**src/rtl/fetch_unit.sv**
```systemverilog
// fetch_unit: instruction fetch stage holding the PC, driving icache requests and queueing {pc, inst} for decode
//
// Ports:
//   clk, rst_n                 clock, asynchronous active-low reset
//   icache_addr, icache_req    fetch address/request to icache (address frozen while in MISS)
//   icache_data, icache_valid  instruction and combinational hit flag from icache
//   redirect, redirect_pc      1-cycle restart pulse and target (low two bits dropped)
//   inst, inst_pc, inst_valid  FIFO head for decode (zeros when empty)
//   inst_ready                 decode accepts the head
// Optional: define FETCH_PERF_EN to add perf_fetch_cnt (pushes) and perf_miss_cnt (MISS cycles).
module fetch_unit #(
   parameter logic [31:0] RESET_PC   = 32'h0000_0000,
   parameter int          FIFO_DEPTH = 2
) (
   input  logic        clk,
   input  logic        rst_n,
   output logic [31:0] icache_addr,
   output logic        icache_req,
   input  logic [31:0] icache_data,
   input  logic        icache_valid,
   input  logic        redirect,
   input  logic [31:0] redirect_pc,
   output logic [31:0] inst,
   output logic [31:0] inst_pc,
   output logic        inst_valid,
   input  logic        inst_ready
`ifdef FETCH_PERF_EN
   ,
   output logic [31:0] perf_fetch_cnt,
   output logic [31:0] perf_miss_cnt
`endif
);
   localparam int AW = $clog2(FIFO_DEPTH);
   localparam int CW = AW + 1;
   localparam logic [1:0] BOOT = 2'd0;
   localparam logic [1:0] RUN  = 2'd1;
   localparam logic [1:0] MISS = 2'd2;
   localparam logic [31:0] RST_PC = RESET_PC & ~32'h3;

   logic [1:0]    state_q, state_d;
   logic [31:0]   pc_q, pc_d, miss_pc_q, miss_pc_d, pend_pc_q, pend_pc_d;
   logic          pend_v_q, pend_v_d;
   logic [63:0]   mem_q [FIFO_DEPTH];
   logic [63:0]   mem_d [FIFO_DEPTH];
   logic [AW-1:0] wr_q, wr_d, rd_q, rd_d;
   logic [CW-1:0] cnt_q, cnt_d;
   logic          full, empty, push, pop, flush;
   logic [31:0]   push_pc, tgt;

   assign full  = cnt_q == CW'(FIFO_DEPTH);
   assign empty = cnt_q == '0;
   assign tgt   = redirect_pc & ~32'h3;

   always_comb begin
      state_d   = state_q;
      pc_d      = pc_q;
      miss_pc_d = miss_pc_q;
      pend_v_d  = pend_v_q;
      pend_pc_d = pend_pc_q;
      push      = 1'b0;
      push_pc   = pc_q;
      flush     = 1'b0;
      case (state_q)
         BOOT: state_d = RUN;
         RUN: begin
            if (redirect) begin
               flush = 1'b1;
               pc_d  = tgt;
            end else if (!full) begin
               if (icache_valid) begin
                  push = 1'b1;
                  pc_d = pc_q + 32'd4;
               end else begin
                  miss_pc_d = pc_q;
                  state_d   = MISS;
               end
            end
         end
         MISS: begin
            // a redirect during a refill is parked until the fill completes; the latest one wins
            if (redirect) begin
               flush     = 1'b1;
               pend_v_d  = 1'b1;
               pend_pc_d = tgt;
            end
            if (icache_valid) begin
               state_d  = RUN;
               pend_v_d = 1'b0;
               if (redirect | pend_v_q)
                  pc_d = redirect ? tgt : pend_pc_q;
               else begin
                  push    = 1'b1;
                  push_pc = miss_pc_q;
                  pc_d    = miss_pc_q + 32'd4;
               end
            end
         end
         default: state_d = BOOT;
      endcase
      // flush wins over a same-cycle pop; push never coincides with flush
      pop   = !empty & inst_ready & !flush;
      wr_d  = flush ? '0 : wr_q + AW'(push);
      rd_d  = flush ? '0 : rd_q + AW'(pop);
      cnt_d = flush ? '0 : cnt_q + CW'(push) - CW'(pop);
      mem_d = mem_q;
      if (push) mem_d[wr_q] = {push_pc, icache_data};
   end

   always_ff @(posedge clk or negedge rst_n) begin
      if (!rst_n) begin
         state_q   <= BOOT;
         pc_q      <= RST_PC;
         miss_pc_q <= RST_PC;
         pend_v_q  <= 1'b0;
         pend_pc_q <= RST_PC;
         wr_q      <= '0;
         rd_q      <= '0;
         cnt_q     <= '0;
         mem_q     <= '{default: '0};
      end else begin
         state_q   <= state_d;
         pc_q      <= pc_d;
         miss_pc_q <= miss_pc_d;
         pend_v_q  <= pend_v_d;
         pend_pc_q <= pend_pc_d;
         wr_q      <= wr_d;
         rd_q      <= rd_d;
         cnt_q     <= cnt_d;
         mem_q     <= mem_d;
      end
   end

   assign icache_addr = (state_q == MISS) ? miss_pc_q : pc_q;
   assign icache_req  = (state_q == RUN) ? !full : (state_q == MISS);
   assign inst_valid  = !empty;
   assign inst        = empty ? 32'h0 : mem_q[rd_q][31:0];
   assign inst_pc     = empty ? 32'h0 : mem_q[rd_q][63:32];

`ifdef FETCH_PERF_EN
   logic [31:0] fetch_cnt_q, fetch_cnt_d, miss_cnt_q, miss_cnt_d;
   always_comb begin
      fetch_cnt_d = fetch_cnt_q + 32'(push);
      miss_cnt_d  = miss_cnt_q + 32'(state_q == MISS);
   end
   always_ff @(posedge clk or negedge rst_n) begin
      if (!rst_n) begin
         fetch_cnt_q <= '0;
         miss_cnt_q  <= '0;
      end else begin
         fetch_cnt_q <= fetch_cnt_d;
         miss_cnt_q  <= miss_cnt_d;
      end
   end
   assign perf_fetch_cnt = fetch_cnt_q;
   assign perf_miss_cnt  = miss_cnt_q;
`endif
endmodule

```
**config.mk**
```make
export PLATFORM = sky130hd
export DESIGN_NAME = fetch_unit
export DESIGN_NICKNAME = d
export VERILOG_FILES = /design/src/rtl/fetch_unit.sv
export SDC_FILE = /design/constraint.sdc
export NUM_CORES = 1
export LEC_CHECK = 0
export ABC_AREA = 1
export ABC_CLOCK_PERIOD_IN_PS = 5050
export BUFFER_PORTS_ARGS = -buffer_cell sky130_fd_sc_hd__buf_2
export CORE_AREA = 2 2 211 109
export DETAILED_ROUTE_END_ITERATION = 8
export DIE_AREA = 0 0 213 111
export PLACE_DENSITY = 0.92
export SETUP_SLACK_MARGIN = 0.02
export SLEW_MARGIN = 20
export SYNTH_ARGS = -nofsm -noshare
export SYNTH_HDL_FRONTEND = slang
export SYNTH_SLANG_ARGS = --single-unit
```
**constraint.sdc**
```tcl
create_clock -name clk -period 5.05 [get_ports clk]
set_clock_uncertainty 0.1 [all_clocks]
set_input_delay 0.7575 -clock clk [delete_from_list [all_inputs] [get_ports clk]]
set_output_delay 0.7575 -clock clk [all_outputs]
set_load 0.02 [all_outputs]
```
==> run_results.csv <==
group,metric,value,unit
placement,dpl_worst_slack,1.81,ns
logic_synthesis,syn-num-nets,1927,
clock_network,htree_levels,1,
grt,grt_max_degree,127,
drt,wl_per_cell,16.4,um
logic_synthesis,synth_edf_count,0,
grt,antenna_found_initial,0,
sta,setup_slack,1.11,ns
sta,max-slew-margin-rel,27.9,%
sta,rsz0062_at_grt,"false",
logic_synthesis,yosys_warnings,0,
layout,drive_above_1_share,13.9,%
power_and_ir_drop,power.internal,0.00505,W
worst_setup_path,cp.arrival,3.08,ns
worst_setup_path,start_kind,"flop",
layout,finalNetCount,2036,
worst_setup_path,critPathRequiredTime,4.19,ns
placement,dp_hpwl,26.8,mm
floorplanning,die_w,213,um
clock_network,post_cts_buffers,0,
worst_setup_path,max_stage_delay,0.48,ns
logic_synthesis,synth-seq-cells,231,
clock_network,clock_latency,0.53,ns
worst_setup_path,path_class,"reg -> out",
layout,diodes,0,
grt,grt_pass1_wl,59.5,mm
worst_setup_path,slowest_stage,"buf_4",
sta,final_hold_viol_count,0,
drt,drtAntennaViolNets,0,
placement,dp.cells,2239,
drt,dr.first_iter.drc_count,1641,
power_and_ir_drop,p_seq_share,35.3,%
clock_network,cts-resized-gates,0,
floorplanning,die_area,23600,um2
drt,dr.pass1.iters,8,
floorplanning,start_util,58.5,%
logic_synthesis,ys_seq_area_share,44.7,%
clock_network,postCtsHoldBufs,0,
floorplanning,core,22100,um2
clock_network,clkTransAtPathRegs,0.07,ns
floorplanning,dieHeight,111,um
sta,setup-violations-final,0,
grt,grt_pass1_vias,11460,
power_and_ir_drop,ir_worst_vdd,429,uV
worst_hold_path,hp-class,"in -> async",
placement,numPortBuffers,164,
drt,drc_errors,0,
grt,grt_overflow,0,
clock_network,clock_sinks,231,
worst_setup_path,cpMostUsedCell,"buf_4",
power_and_ir_drop,switchingPower,0.00455,W
worst_setup_path,cp_max_fo,49,
sta,min_period_over_period,78.0,%
power_and_ir_drop,p_comb_share,46.6,%
grt,grtUsageTotal,31.6,%
logic_synthesis,netlist_instances,1847,
logic_synthesis,netlist_area,12900,um2
power_and_ir_drop,p_leak,7.34,nW
floorplanning,ios,167,
layout,final_cell_mix,"699 x nand2_1, 261 x o21ai_0, 230 x dfrtp_1, 163 x buf_2, 133 x nor2_1",
worst_setup_path,path_cells,"inv_1 > ha_2 > buf_4 > buf_4 > nand2_1 > o21ai_0 > buf_2",
sta,fmax,254,MHz
logic_synthesis,yosysUniqueCellTypes,40,
drt,vias,12851,
clock_network,cts_buffers,22,
sta,fin_tns_setup,0,ns
clock_network,clockBufferDepth,3,
sta,slew_violations,0,
layout,final_cells,2279,
worst_setup_path,worst-path-buf-inv,4,
clock_network,cts_tree,"built",
flow_run,maxCapViolations,0,
power_and_ir_drop,swShare,47.4,%
power_and_ir_drop,clockPowerShare,18.2,%
sta,fin_crit,3.94,ns
clock_network,cts_root_buf,"clkbuf_16",
power_and_ir_drop,power.density,657,nW/um2
sta,worst_pin_slew,1.08,ns
layout,area_growth,13.2,%
worst_setup_path,cp_top_family,"buffers and inverters",
layout,final_common_cell,"nand2_1",
logic_synthesis,async_flop_share,100,%
worst_setup_path,crit_path_end_kind,"output pin",
drt,wl,37.3,mm
placement,place.gp.congestion,1.03,
outcome,outcome,"finished clean",
logic_synthesis,synth.avg_cell_area,7.00,um2
floorplanning,rows,39,
drt,viasPerCell,5.64,
logic_synthesis,synth-main-ff-cell,"dfrtp_1",
stage by stage:
step / hold slack [ns] / util (%) / total power (W) / area [um2]
floorplan: 0.337 / - / 0.00637 / 12900
global placement: 0.348 / 62.7 / 0.00760 / 13900
detailed placement: 0.354 / 62.7 / 0.00779 / 13900
CTS: 0.271 / 66.1 / 0.00956 / 14600
global route: 0.310 / 66.2 / 0.0103 / 14600
finish: 0.226 / 66.2 / 0.00960 / 14600
cell usage after synthesis, types with 5 or more instances:
cell type,number,area [um2]
a31oi_1,6,37.5
nor2_1,134,503
o21ai_0,261,1310
ha_1,11,138
nor2_4,12,135
dfrtp_1,231,5780
buf_2,24,120
clkbuf_1,64,240
inv_1,131,492
nand2_2,5,31.3
a21oi_1,92,460
inv_2,8,30.0
nor3_1,5,25.0
o21ai_1,27,135
nand2_1,699,2620
nand3b_1,9,67.6
nand3_1,69,345
nor2_2,12,75.1
area by class of cell:
class                   instances  area (um2)
clock inverters                15         155
well taps                     307         384
fillers                      1986        7480
inverters                     142         533
clock buffers                  25         593
flip-flops and latches        231        5780
repair buffers                180         963
multi-input cells            1379        6210
path summary, 6_finish.rpt:
kind | start | to | slack [ns] | cells after the start
hold / removal | rst_n | pend_pc_q[4] | 0.23 | 1
setup / recovery | state_q[0] | icache_addr[8] | 1.11 | 7
min in group clk | redirect_pc[14] | pend_pc_q[14] | 0.34 | 3
setup reg to reg | state_q[0] | pc_q[30] | 1.70 | 8
hold reg to reg | mem_q[95] | mem_q[95] | 0.37 | 2
max in group asynchronous | rst_n | mem_q[56] | 3.50 | 2
cells by family after synthesis:
family          Yosys count  synth area share [%]
simple gates            959                  30.4
buf+inv                 237                  7.35
compound gates          405                  16.2
flops                   231                  44.7
xor+xnor                  4                 0.271
fa+ha+maj                11                  1.06
worst reg2reg max path: cells and delay by family (launching register included):
kind	cells	cell delay (ns)
AOI/OAI and AO/OA	3	1.28
adders and majority gates	1	0.35
buffers and inverters	3	1.01
DFF	1	0.46
and+or+nand+nor	1	0.08
sequential cells by signal, indices dropped and copies added (netlist names):
register,cells
cnt_q,2
miss_pc_q,32
pend_v_q,1
wr_q,1
rd_q,1
pend_pc_q,32
state_q,2
mem_q,128
pc_q,32
routing by layer:
layer,wire length [um],vias to the layer above,global-route usage [%]
met2,15700,631,43.8
met1,17000,6062,50.4
met5,0,-,0
met4,532,0,6.11
li1,-,6108,-
met3,4090,50,6.97
power groups by stage:
stage | Sequential (W) | Clock [W] | Combinational (W)
floorplan | 0.00315 | 0 | 0.00321
global placement | 0.00334 | 0 | 0.00426
detailed placement | 0.00338 | 0 | 0.00441
CTS | 0.00336 | 0.00177 | 0.00444
global route | 0.00348 | 0.00184 | 0.00499
finish | 0.00339 | 0.00175 | 0.00447
(Power assumes the default switching activity.)
